<file path="config.mk">
export PLATFORM = sky130hd
export DESIGN_NAME = codec_cfg_sequencer
export DESIGN_NICKNAME = d
export VERILOG_FILES = /design/src/rtl/codec_cfg_sequencer.sv
export SDC_FILE = /design/constraint.sdc
export NUM_CORES = 1
export LEC_CHECK = 0
export BUFFER_PORTS_ARGS = -buffer_cell sky130_fd_sc_hd__buf_2
export CORE_ASPECT_RATIO = 1.1
export CORE_MARGIN = 2
export CORE_UTILIZATION = 54
export DETAILED_ROUTE_END_ITERATION = 16
export PLACE_DENSITY = 0.8
export SETUP_SLACK_MARGIN = 0.5
export SYNTH_ARGS = -nofsm -noshare
export SYNTH_HDL_FRONTEND = slang
export SYNTH_SLANG_ARGS = --single-unit
</file>
<file path="constraint.sdc">
create_clock -name clk -period 2.8 [get_ports clk]
set_clock_uncertainty 0.2 [all_clocks]
set_input_delay 0 -clock clk [delete_from_list [all_inputs] [get_ports clk]]
set_output_delay 0 -clock clk [all_outputs]
set_load 0.03 [all_outputs]
</file>
<file path="src/rtl/codec_cfg_sequencer.sv">
// Codec register-write sequencer: plays the power-up list through the I2C write
// engine, then round-robin arbitrates two runtime requesters onto the same engine.
module codec_cfg_sequencer #(
   parameter int INIT_LEN   = 11,
   parameter int MAX_RETRY  = 3,
   parameter int GAP_CYCLES = 1000,
   parameter int TIMEOUT    = 4096
) (
   input  logic        clk,
   input  logic        reset,
   input  logic        req0_valid,
   input  logic [15:0] req0_word,
   output logic        req0_ready,
   input  logic        req1_valid,
   input  logic [15:0] req1_word,
   output logic        req1_ready,
   output logic        i2c_start,
   output logic [15:0] i2c_word,
   input  logic        i2c_done,
   input  logic        i2c_ack_ok,
   output logic        codec_ready,
   output logic        cfg_error,
   output logic        busy
);

   localparam int IW      = (INIT_LEN > 1) ? $clog2(INIT_LEN) : 1;
   localparam int RW      = (MAX_RETRY > 0) ? $clog2(MAX_RETRY + 1) : 1;
   localparam int CNT_MAX = (TIMEOUT > GAP_CYCLES) ? TIMEOUT : GAP_CYCLES;
   localparam int CW      = $clog2(CNT_MAX + 1);

   typedef enum logic [2:0] {
      S_INIT_ISSUE,
      S_WAIT,
      S_GAP,
      S_RUN_IDLE,
      S_RUN_ISSUE
   } state_t;

   function automatic logic [15:0] init_word(input logic [IW-1:0] i);
      case (int'(i))
         0:       init_word = 16'h1E00;
         1:       init_word = 16'h0017;
         2:       init_word = 16'h0217;
         3:       init_word = 16'h0479;
         4:       init_word = 16'h0679;
         5:       init_word = 16'h0812;
         6:       init_word = 16'h0A00;
         7:       init_word = 16'h0C02;
         8:       init_word = 16'h0E23;
         9:       init_word = 16'h1001;
         default: init_word = 16'h1201;
      endcase
   endfunction

   state_t          state_q, state_d;
   logic [IW-1:0]   idx_q, idx_d;
   logic [RW-1:0]   retry_q, retry_d;
   logic [CW-1:0]   cnt_q, cnt_d;
   logic            pass_q, pass_d;
   logic            last_q, last_d;
   logic            i2c_start_q, i2c_start_d;
   logic [15:0]     i2c_word_q, i2c_word_d;
   logic            req0_ready_q, req0_ready_d;
   logic            req1_ready_q, req1_ready_d;
   logic            codec_ready_q, codec_ready_d;
   logic            cfg_error_q, cfg_error_d;
   logic            busy_q, busy_d;
   logic            grant1;

   always_comb begin
      // NOTE: every signal gets a default before the case so no path leaves one unassigned (no latches).
      state_d       = state_q;
      idx_d         = idx_q;
      retry_d       = retry_q;
      cnt_d         = cnt_q;
      pass_d        = pass_q;
      last_d        = last_q;
      i2c_start_d   = 1'b0;
      i2c_word_d    = i2c_word_q;
      req0_ready_d  = 1'b0;
      req1_ready_d  = 1'b0;
      codec_ready_d = codec_ready_q;
      cfg_error_d   = cfg_error_q;
      grant1        = req1_valid && (!req0_valid || !last_q);

      case (state_q)
         S_INIT_ISSUE: begin
            i2c_start_d = 1'b1;
            i2c_word_d  = init_word(idx_q);
            cnt_d       = '0;
            state_d     = S_WAIT;
         end
         S_RUN_ISSUE: begin
            i2c_start_d = 1'b1;
            cnt_d       = '0;
            state_d     = S_WAIT;
         end
         S_WAIT: begin
            if (i2c_done) begin
               pass_d  = i2c_ack_ok;
               cnt_d   = '0;
               state_d = S_GAP;
            end else if (cnt_q == CW'(TIMEOUT - 1)) begin
               pass_d  = 1'b0;
               cnt_d   = '0;
               state_d = S_GAP;
            end else begin
               cnt_d = cnt_q + CW'(1);
            end
         end
         S_GAP: begin
            if (cnt_q == CW'(GAP_CYCLES - 1)) begin
               cnt_d = '0;
               if (pass_q || retry_q == RW'(MAX_RETRY)) begin
                  // Either the word landed or it is abandoned; both move on.
                  if (!pass_q) cfg_error_d = 1'b1;
                  retry_d = '0;
                  if (codec_ready_q) begin
                     state_d = S_RUN_IDLE;
                  end else if (idx_q == IW'(INIT_LEN - 1)) begin
                     codec_ready_d = 1'b1;
                     state_d       = S_RUN_IDLE;
                  end else begin
                     idx_d   = idx_q + IW'(1);
                     state_d = S_INIT_ISSUE;
                  end
               end else begin
                  retry_d = retry_q + RW'(1);
                  state_d = codec_ready_q ? S_RUN_ISSUE : S_INIT_ISSUE;
               end
            end else begin
               cnt_d = cnt_q + CW'(1);
            end
         end
         S_RUN_IDLE: begin
            if (req0_valid || req1_valid) begin
               req1_ready_d = grant1;
               req0_ready_d = !grant1;
               i2c_word_d   = grant1 ? req1_word : req0_word;
               last_d       = grant1;
               state_d      = S_RUN_ISSUE;
            end
         end
         default: state_d = S_INIT_ISSUE;
      endcase

      busy_d = (state_d != S_RUN_IDLE);
   end

   always_ff @(posedge clk or negedge reset) begin
      if (!reset) begin
         state_q       <= S_INIT_ISSUE;
         idx_q         <= '0;
         retry_q       <= '0;
         cnt_q         <= '0;
         pass_q        <= 1'b0;
         last_q        <= 1'b1;
         i2c_start_q   <= 1'b0;
         i2c_word_q    <= '0;
         req0_ready_q  <= 1'b0;
         req1_ready_q  <= 1'b0;
         codec_ready_q <= 1'b0;
         cfg_error_q   <= 1'b0;
         busy_q        <= 1'b0;
      end else begin
         // NOTE: non-blocking assignments so every flop samples the pre-edge values.
         state_q       <= state_d;
         idx_q         <= idx_d;
         retry_q       <= retry_d;
         cnt_q         <= cnt_d;
         pass_q        <= pass_d;
         last_q        <= last_d;
         i2c_start_q   <= i2c_start_d;
         i2c_word_q    <= i2c_word_d;
         req0_ready_q  <= req0_ready_d;
         req1_ready_q  <= req1_ready_d;
         codec_ready_q <= codec_ready_d;
         cfg_error_q   <= cfg_error_d;
         busy_q        <= busy_d;
      end
   end

   assign i2c_start   = i2c_start_q;
   assign i2c_word    = i2c_word_q;
   assign req0_ready  = req0_ready_q;
   assign req1_ready  = req1_ready_q;
   assign codec_ready = codec_ready_q;
   assign cfg_error   = cfg_error_q;
   assign busy        = busy_q;

endmodule
</file>
==> out/metrics.yaml, run 1 <==
worst_setup_path:
  cp_slowest_cell: "or4_4"
  cp.depth: 5
  crit_path_max_incr_delay_ns: 0.56
  reg2reg_from: "cnt_q[10]"
  path_delay_family: "simple AND/OR/NAND/NOR gates"
  worstPathRequired_ns: 2.83
  critical_path_class: "flop to flop"
  start_kind: "flop"
  path_cells: "or4_4 -> or4_4 -> nor2_4 -> a21oi_1 -> o211ai_1"
  path_buf_inv: 0
  worstReg2RegEnd: "state_q[1]"
  worst-r2r-cell-count: 5
  worstSetupEndpointType: "flop"
  critPathMostFrequentCell: "or4_4"
  cp.arrival_ns: 2.29
  worstPathMaxFanout: 6
  reg2reg_setup_slack_ns: 0.53
sta:
  setup_ws_ns: 0.531
  report.final.slew_viol_count: 0
  relSlewSlack_pct: 30.7
  finalHoldViolCount: 0
  setup_tns_ns: 0
  timing.fmax_mhz: 441
  tightest_slew_ns: 1.04
  hold_slack_ns: 0.0333
  period_needed_ns: 2.27
  setup_viol: 0
  post-route-period-util_pct: 81.0
  rsz0062_at_grt: "false"
synth:
  synth_top_cells_by_area: "dfrtp_1, mux2i_1, nand2_1"
  synthDominantCellAreaShare_pct: 44.2
  syn-mean-instance-area_um2: 9.65
  synth_cell_types: 49
  synth_seq_cells: 46
  ys_warn_count: 0
  synth_edf_count: 0
  synthCells: 264
  seq_area_frac_synth_pct: 45.2
  syn_area_um2: 2550
  synth_ff_type: "dfrtp_1"
  yosysTopAreaCell: "dfrtp_1"
  async_flop_share_pct: 100
  synth_nets: 308
hold_path:
  hold_path_class: "input port to flop"
  min_from: "req0_word[10]"
  hold_end: "i2c_word[10]"
  hold_path_depth: 4
cells_and_area:
  syn2layout_area_growth_pct: 36.1
  fill_cells: 298
  drive_gt1_share_pct: 28.8
  antennaDiodeCount: 0
  fin_nets: 408
  final_area_um2: 3470
placed_design:
  portBuffers: 59
  postPlaceCellArea_um2: 2880
  dp_slack_ns: 0.381
  gp_congestion: 0.830
  dp_hpwl_mm: 3.91
floorplan:
  io_pins: 60
  start_util_pct: 55.6
  rows: 26
  dieArea_um2: 5290
  die_w_um: 69.5
  fp.dieH_um: 76.1
  core_region_area_um2: 4590
cts:
  htreeDepth: 2
  clk_latency_ns: 0.31
  cts_root_buf: "clkbuf_8"
  cts_sinks: 46
  tritoncts: "built"
  clock_path_buffers: 2
  cts_buffers: 5
  clk_pin_slew_worst_paths_ns: 0.09
global_route:
  track_usage_pct: 25.7
  grt_pass1_wl_mm: 10.9
  gr-max-usage-layer: "met2"
  grtUsageMet3_pct: 6.08
  use_met2_pct: 39.4
  grt_max_degree: 47
  grt-ovfl-total: 0
  antenna_found_initial: 0
  grt.met1_usage_pct: 35.0
  grt_pass1_vias: 2243
route:
  first_pass_iters: 5
  drt_iter0_drc: 117
  totalWireLength_mm: 6.74
  num_vias: 2444
  postRouteAntennaNets: 0
  drc_errors: 0
  vias_per_cell: 5.81
  detail_route.wl_per_cell_um: 16.0
pwr:
  power.density_nw_per_um2: 823
  p_int_mw: 1.68
  leakagePower_nw: 1.66
  ir_drop_v: 0.000430
  p_sw_mw: 1.18
  clkPwrFrac_pct: 21.3
  p_seq_share_pct: 33.9
  p_sw_share_pct: 41.2
  power_frac_comb_pct: 44.8
job:
  cap_violations: 0
run_status:
  outcome: "completed"
per-stage QoR:
step	std cells	power (mW)	util (%)
final	421	2.85	75.6
after global routing	421	3.01	75.6
after floorplan	264	1.79	-
after detailed placement	371	2.11	62.8
after CTS	410	2.78	72.9
after global placement	371	2.08	62.8
registers in the layout (all words and copies together) (netlist names), 2 cells and up:
signal,cells
cnt_q,13
retry_q,2
i2c_word,16
state_q,3
idx_q,4
Yosys cell counts (all sizes together), types with 3 or more instances:
master  count
a41oi       3
xnor2       5
dfrtp      45
a31oi      15
inv         6
ha          6
nand2b      3
nand2      33
mux2i      16
a21o        8
nand4       4
clkbuf      4
nor4        4
a21oi      19
a211oi      4
buf         8
and3        3
o21ai      18
nor3        7
nand3      11
nor2       18
kinds of logic after synthesis:
| group | after synthesis | synth area share [%] |
|---|---|---|
| flops | 46 | 45.2 |
| simple gates | 94 | 20.1 |
| mux | 18 | 7.17 |
| compound gates | 77 | 19.3 |
| buf+inv | 18 | 3.58 |
| xor+xnor | 5 | 1.72 |
| fa+ha+maj | 6 | 2.95 |
what timing repair did:
item	4_1_cts	5_1_grt
hold endpoints to repair	62	0
setup buffers	0	11
gates resized for setup	1	9
pin swaps	1	3
hold buffers	31	0
endpoints found under the setup margin	11	20
routing by layer:
layer  vias up  part of all wire (%)
li1       1165                     -
met2       105                    48
met5         -                     0
met1      1153                    42
met4         0                   2.9
met3        21                   6.6
layout by cell type, fill, tap and decap left out, types with 2 or more instances in the layout:
master	netlist	layout
a211oi_1	4	4
a21o_1	7	7
a21oi_1	19	19
a31oi_1	15	15
a41oi_2	1	2
and2_1	2	2
and3_1	3	3
buf_2	4	59
buf_4	1	13
bufinv_16	0	2
clkbuf_8	0	6
dfrtp_1	45	45
dlygate4sd3_1	0	31
ha_1	6	5
inv_1	6	6
mux2i_1	16	16
nand2_1	32	32
nand2b_1	3	3
nand3_1	11	10
nand4_1	4	4
nor2_1	17	17
nor3_1	6	6
nor4_4	2	3
o21ai_0	18	18
or2_2	2	2
or4_4	2	2
xnor2_1	5	5
power groups by stage:
stage	sequential, mW	combinational [mW]	clock, mW
final	0.967	1.28	0.609
after global routing	0.993	1.38	0.643
after CTS	0.959	1.20	0.616
after detailed placement	0.973	1.13	0
after global placement	0.962	1.11	0
after floorplan	1.20	0.586	0
final cells by class:
class / count / area (µm²) / area share, %
tap: 56 / 70.1 / 2.02
timing repair buffer: 105 / 734 / 21.2
clock inverter: 2 / 60.1 / 1.73
multi-input combinational: 200 / 1350 / 38.8
inverter: 6 / 22.5 / 0.649
clock buffer: 6 / 82.6 / 2.38
sequential: 46 / 1150 / 33.2
worst register-to-register path, cell delays in order (launching register included):
cell and delay [ns]:
dfrtp_1 0.44, or4_4 0.52, or4_4 0.56, nor2_4 0.17, a21oi_1 0.15, o211ai_1 0.14
how the worst max path moves through the flow:
stage                 end  slack (ns)       from
6_report       state_q[1]        0.53  cnt_q[10]
5_1_grt          idx_q[1]        0.48   cnt_q[4]
4_1_cts          idx_q[1]        0.46   cnt_q[4]
3_5_place_dp     idx_q[1]        0.38   cnt_q[4]
3_3_place_gp     idx_q[1]        0.44   cnt_q[4]
2_1_floorplan    idx_q[1]        0.50   cnt_q[4]
No activity file was read; power rests on OpenSTA's default activity.
==> inputs of run 2 (changes only) <==
- ABC_AREA: unset -> 1
- CORE_UTILIZATION: 54 -> 50
- PLACE_DENSITY: 0.8 -> 0.77
- clock period: 2.8 -> 1.9 ns (I/O delays scaled with it)
==> run 2 against run 1 <==
  * Via count increased by 63%
  * Hold slack improved by 0.10 ns
  * Combinational power rose to 2.8 times the previous value
  * The flow now finishes with violations (setup timing)
  * Largest cell class unchanged
  * Clock power rose by 31%
==> out/metrics.yaml, run 2 <==
placed_design:
  dp_cells: 531  # +43%
  gp_congestion: 0.877  # +5.6%
  dp_hpwl_mm: 4.78  # +22%
  dp_slack_ns: 0.0839  # -0.297 ns
  postPlaceCellArea_um2: 3290  # +14%
  portBuffers: 59  # unchanged
cts:
  cts_sinks: 46  # unchanged
  clk_latency_ns: 0.33  # +0.02 ns
  clk_pin_slew_worst_paths_ns: 0.11  # +0.02 ns
  cts_root_buf: "clkbuf_8"
  clock_path_buffers: 2  # unchanged
  cts_buffers: 5  # unchanged
  tritoncts: "built"
  htreeDepth: 2  # unchanged
floorplan:
  dieArea_um2: 6290  # +19%
  die_w_um: 75.8  # +9.1%
  start_util_pct: 52.2  # -3.3 points
  io_pins: 60  # unchanged
  fp.dieH_um: 83.0  # +9.1%
  rows: 28  # +7.7%
  core_region_area_um2: 5430  # +18%
global_route:
  grt_pass1_vias: 3301  # +47%
  track_usage_pct: 32.7  # +7.0 points
  antenna_found_initial: 1  # +1
  use_met2_pct: 54.5  # +15 points
  grt_max_degree: 47  # unchanged
  grt_pass1_wl_mm: 15.6  # +43%
  gr-max-usage-layer: "met2"
  grt-ovfl-total: 0  # unchanged
  grt.met1_usage_pct: 36.7  # +1.7 points
  grtUsageMet3_pct: 8.01  # +1.9 points
route:
  totalWireLength_mm: 14.3  # +110%
  postRouteAntennaNets: 0  # unchanged
  drc_errors: 0  # unchanged
  num_vias: 3979  # +63%
  drt_iter0_drc: 594  # +410%
  vias_per_cell: 6.27  # +7.9%
  detail_route.wl_per_cell_um: 22.5  # +41%
  first_pass_iters: 10  # +5
sta:
  setup_ws_ns: -0.130  # -0.661 ns
  report.final.slew_viol_count: 0  # unchanged
  tightest_slew_ns: 0.605  # -0.434 ns
  setup_viol: 4  # +4
  setup_tns_ns: -0.336  # -0.336 ns
  period_needed_ns: 2.03  # -0.239 ns
  relSlewSlack_pct: 59.5  # +29 points
  finalHoldViolCount: 0  # unchanged
  post-route-period-util_pct: 107  # +26 points
  rsz0062_at_grt: "true"
  timing.fmax_mhz: 493  # +12%
cells_and_area:
  fin_cells: 635  # +51%
  regArea_um2: 1160  # +0.33%
  syn2layout_area_growth_pct: 63.8
  fin_nets: 601  # +47%
  fill_cells: 219  # -27%
  multi_input_area_um2: 1690  # +26%
  layout_common_cells: "nand2_1, buf_2, inv_1"
  largest_register_ff_count: 16  # unchanged
  final_area_um2: 4650  # +34%
  layout_commonest_cell: "nand2_1"
  drive_gt1_share_pct: 39.4  # +11 points
  final_core_util_pct: 85.6  # +10 points
worst_setup_path:
  critical_path_class: "flop to flop"
  worstSetupEndpointType: "flop"
  critPathLaunch: "idx_q[0]"
  reg2reg_from: "idx_q[0]"
  worstPathMaxFanout: 4  # -2
  cp.arrival_ns: 2.04  # -0.25 ns
  worstPathRequired_ns: 1.91  # -0.92 ns
  start_kind: "flop"
  reg2reg_setup_slack_ns: -0.13  # -0.66 ns
synth:
  yosysTopAreaCell: "dfrtp_1"
  synth_top_cells_by_area: "dfrtp_1, nand2_1, inv_1"
  synth_cell_types: 30  # -39%
  synth_common_cells: "nand2_1, inv_1, dfrtp_1, nor2_1, nand3_1"
  ys_warn_count: 0  # unchanged
  synth_seq_cells: 46  # unchanged
  syn-mean-instance-area_um2: 7.14  # -26%
  synth_edf_count: 0  # unchanged
  syn_area_um2: 2840  # +11%
  synthCells: 397  # +50%
  synth_ff_type: "dfrtp_1"
  async_flop_share_pct: 100  # unchanged
  seq_area_frac_synth_pct: 40.6  # -4.6 points
  synth_nets: 441  # +43%
  synthDominantCellAreaShare_pct: 39.7  # -4.5 points
  yosysMostFrequentCell: "nand2_1"
run_status:
  outcome: "finished with violations"
  violations: "setup timing"
job:
  cap_violations: 0  # unchanged
pwr:
  power.density_nw_per_um2: 1260  # +54%
  leakagePower_nw: 2.42  # +46%
  ir_drop_v: 0.000653  # +52%
hold_path:
  hold_path_class: "input port to asynchronous set/reset pin"
-- run 2: through the flow --
stage / hold WS (ns) / power (mW)
after floorplan: -0.496 / 2.87
after global placement: -0.0819 / 3.34
after detailed placement: -0.0793 / 3.39
after CTS: 0.000987 / 4.80
after global routing: 0.196 / 6.05
final: 0.135 / 5.87
-- run 2: critical path, stage by stage, from the launching register on --
cell and delay (ns):
dfrtp_1 0.42, inv_2 0.10, buf_6 0.11, ha_4 0.17, nand2_1 0.11, nand2_1 0.10, nand3_1 0.10, nand2_1 0.22
nor2_1 0.12, nor2_1 0.28
-- run 2: cell families after synthesis --
logic type      share of synthesized area, %
simple gates                            35.7
fa+ha+maj                               2.65
flops                                   40.6
buf+inv                                 10.4
xor+xnor                                1.54
compound gates                          9.09
-- run 2: final cells by class --
class	instances	share of cell area, %
multi-input combinational	283	36.4
tap	75	2.02
inverter	61	5.28
sequential	46	24.9
antenna	2	0.108
timing repair buffer	160	28.9
clock buffer	5	1.48
clock inverter	3	0.969
-- run 2: final timing paths --
kind | depth (start not counted) | end
worst min register to register | 1 | cfg_error
worst max-delay path | 9 | i2c_word[5]
worst max register to register | 9 | i2c_word[5]
min in group clk | 6 | req0_ready
max in group asynchronous | 3 | state_q[2]
worst min-delay path | 3 | i2c_word[10]
-- run 2: timing repair --
item / CTS / global route
pin swaps: 17 / 33
setup endpoints to repair: 44 / 44
buffers inserted: 38 / 16
cloned: 4 / 1
resized for setup: 39 / 61
hold buffers: 35 / 0
hold endpoints to repair: 68 / 0
-- run 2: where the power goes --
part | leakage, nW | total [mW] | internal [mW] | switching, mW
clock network | 0.0504 | 0.796 | 0.392 | 0.403
registers | 0.599 | 1.48 | 1.24 | 0.236
logic | 1.77 | 3.60 | 1.41 | 2.19
total | 2.42 | 5.87 | 3.05 | 2.83
-- run 2: layer usage --
layer,wire length [µm],vias to the layer above
li1,-,1586
met1,4350,1794
met2,6300,416
met3,2070,183
met4,1600,0
met5,0,-
==> inputs of run 3 (changes only) <==
- SETUP_SLACK_MARGIN: 0.5 -> 0.4
==> run 3 against run 2 <==
  * The run now ends clean
  * Power shrank 15%
  * Critical path depth shrank 1
  * Die area is the same
  * Wire length shrank 25%
  * First-iteration DRC count shrank 36%
  * Largest power group unchanged
  * Design area shrank 7.7%
  * Flip-flop and latch count is the same
  * Core utilization shrank 6.6 points
==> out/metrics.yaml, run 3 (synthesis results as in run 2) <==
route:
  drt_iter0_drc: 379  # -36%
  highest-signal-layer: "met4"
  wl_met2_mm: 5.31  # -16%
  num_vias: 3469  # -13%
  totalWireLength_mm: 10.8  # -25%
  detail_route.wl_per_cell_um: 17.7  # -22%
  wl_met3_mm: 1.08  # -48%
  drc_errors: 0  # unchanged
  vias_per_cell: 5.68  # -9.4%
  wl_met1_mm: 3.83  # -12%
  first_pass_iters: 7  # -3
  postRouteAntennaNets: 0  # unchanged
cts:
  htreeDepth: 2  # unchanged
  clk_pin_slew_worst_paths_ns: 0.09  # -0.02 ns
  cts_root_buf: "clkbuf_8"
  clock_path_buffers: 2  # unchanged
  tritoncts: "built"
  cts_buffers: 5  # unchanged
  clk_latency_ns: 0.31  # -0.02 ns
  cts_sinks: 46  # unchanged
worst_setup_path:
  path_buf_inv: 2  # unchanged
  worstReg2RegEnd: "i2c_word[9]"
  critical_path_class: "flop to flop"
  path_delay_family: "flip-flops"
  cp_slowest_cell: "dfrtp_1"
  crit_path_max_incr_delay_ns: 0.44  # +0.02 ns
  critPathMostFrequentCell: "nand2_1"
  reg2reg_from: "idx_q[1]"
  cp.depth: 8  # -1
  path_cells: "inv_2 -> ha_2 -> inv_1 -> nand2_1 -> o211ai_1 -> nand2_1 -> nand2_1 -> o21ai_0"
  worstPathMaxFanout: 5  # +1
  worst-r2r-cell-count: 8  # -1
  worstPathRequired_ns: 1.89  # -0.02 ns
  worstSetupEndpointType: "flop"
  cp.arrival_ns: 1.73  # -0.31 ns
  start_kind: "flop"
  reg2reg_setup_slack_ns: 0.15  # +0.28 ns
global_route:
  track_usage_pct: 32.3  # -0.39 points
  grt_pass1_wl_mm: 15.7  # +1.1%
  grt-ovfl-total: 0  # unchanged
  grt_max_degree: 47  # unchanged
  antenna_found_initial: 0  # -1
  grt_pass1_vias: 3288  # -0.39%
sta:
  relSlewSlack_pct: 59.5  # about the same
  period_needed_ns: 1.75  # -0.281 ns
  setup_ws_ns: 0.151  # +0.281 ns
  setup_viol: 0  # -4
  setup_tns_ns: 0  # +0.336 ns
  tightest_slew_ns: 0.608  # +0.00300 ns
  finalHoldViolCount: 0  # unchanged
  rsz0062_at_grt: "true"
  post-route-period-util_pct: 92.0  # -15 points
  report.final.slew_viol_count: 0  # unchanged
  timing.fmax_mhz: 572  # +16%
pwr:
  power_mw: 4.99  # -15%
  power.density_nw_per_um2: 1160  # -7.9%
  ir_drop_v: 0.000608  # -6.8%
  leakagePower_nw: 2.28  # -5.6%
floorplan:
  rows: 28  # unchanged
  core_region_area_um2: 5430  # unchanged
  fp.dieH_um: 83.0  # unchanged
  die_w_um: 75.8  # unchanged
  dieArea_um2: 6290  # unchanged
  io_pins: 60  # unchanged
  start_util_pct: 52.2  # unchanged
cells_and_area:
  regArea_um2: 1160  # +0.43%
  drive_gt1_share_pct: 35.6  # -3.8 points
  final_area_um2: 4290  # -7.7%
  layout_commonest_cell: "nand2_1"
  layout_common_cells: "nand2_1, buf_2, inv_1"
  largest_register_ff_count: 16  # unchanged
  fin_cells: 611  # -3.8%
  multi_input_area_um2: 1650  # -2.4%
  syn2layout_area_growth_pct: 51.2
  antennaDiodeCount: 0  # -2
  fill_cells: 299  # +37%
  fin_nets: 579  # -3.7%
placed_design:
  dp_hpwl_mm: 4.84  # +1.4%
  portBuffers: 59  # unchanged
  gp_congestion: 0.904  # +3.1%
  postPlaceCellArea_um2: 3230  # -1.7%
  dp_slack_ns: 0.150  # +0.0665 ns
  dp_cells: 530  # -0.19%
hold_path:
  hold_path_class: "input port to asynchronous set/reset pin"
job:
  cap_violations: 0  # unchanged
run_status:
  outcome: "completed"
## run 3: cell types whose count changed in the layout (fill, tap and decap cells not counted), sizes merged
cell | previous run | this run
buf | 124 | 99
clkinvlp | 3 | 0
clkbuf | 6 | 8
diode | 2 | 0
dlygate4sd3 | 35 | 37
inv | 59 | 60
nor2 | 49 | 50
## run 3: metal layers
layer  up-vias  global-route usage [%]
met5         -                       0
met4         0                    15.3
met3        67                    10.1
met2       273                    53.1
met1      1589                    36.9
li1       1540                       -
## run 3: area by class of cell
| type | instances | share of cell area (%) |
|---|---|---|
| sequential | 46 | 27.1 |
| multi-input combinational | 284 | 38.5 |
| tap | 75 | 2.19 |
| clock inverter | 1 | 0.700 |
| clock buffer | 7 | 1.78 |
| timing repair buffer | 137 | 24.2 |
| inverter | 61 | 5.54 |
## run 3: worst max-delay path by stage
| stage | to | start | slack (ns) |
|---|---|---|---|
| after floorplan | idx_q[3] | cnt_q[1] | 0.34 |
| after global placement | i2c_word[3] | state_q[1] | 0.20 |
| after detailed placement | idx_q[3] | cnt_q[0] | 0.15 |
| after CTS | cnt_q[11] | cnt_q[0] | 0.28 |
| after global routing | i2c_word[10] | last_q | 0.09 |
| final | i2c_word[9] | idx_q[1] | 0.15 |
## run 3: report_power, final
group	leakage (nW)	internal, mW	total (mW)	switching (mW)
combinational	1.64	1.03	2.80	1.78
sequential	0.592	1.24	1.44	0.201
clock	0.0524	0.394	0.744	0.349
total	2.28	2.66	4.99	2.33
## run 3: worst min-delay path: cells and delay by family
family                 cells  cell delay, ns
buffers and inverters      3            1.10
## run 3: through the flow
step                util [%]  hold WS (ns)
global route            79.0         0.188
floorplan                  -        -0.496
finish                  79.0         0.113
detailed placement      59.6       -0.0785
CTS                     75.7         0.141
global placement        59.6       -0.0794
## run 3: repair_timing
action	in CTS	in global routing
hold buffers	37	0
pin swaps	17	11
endpoints found under the setup margin	44	44
cloned	4	2
endpoints found under the hold margin	72	0
setup buffers	23	7
resized for setup	71	29
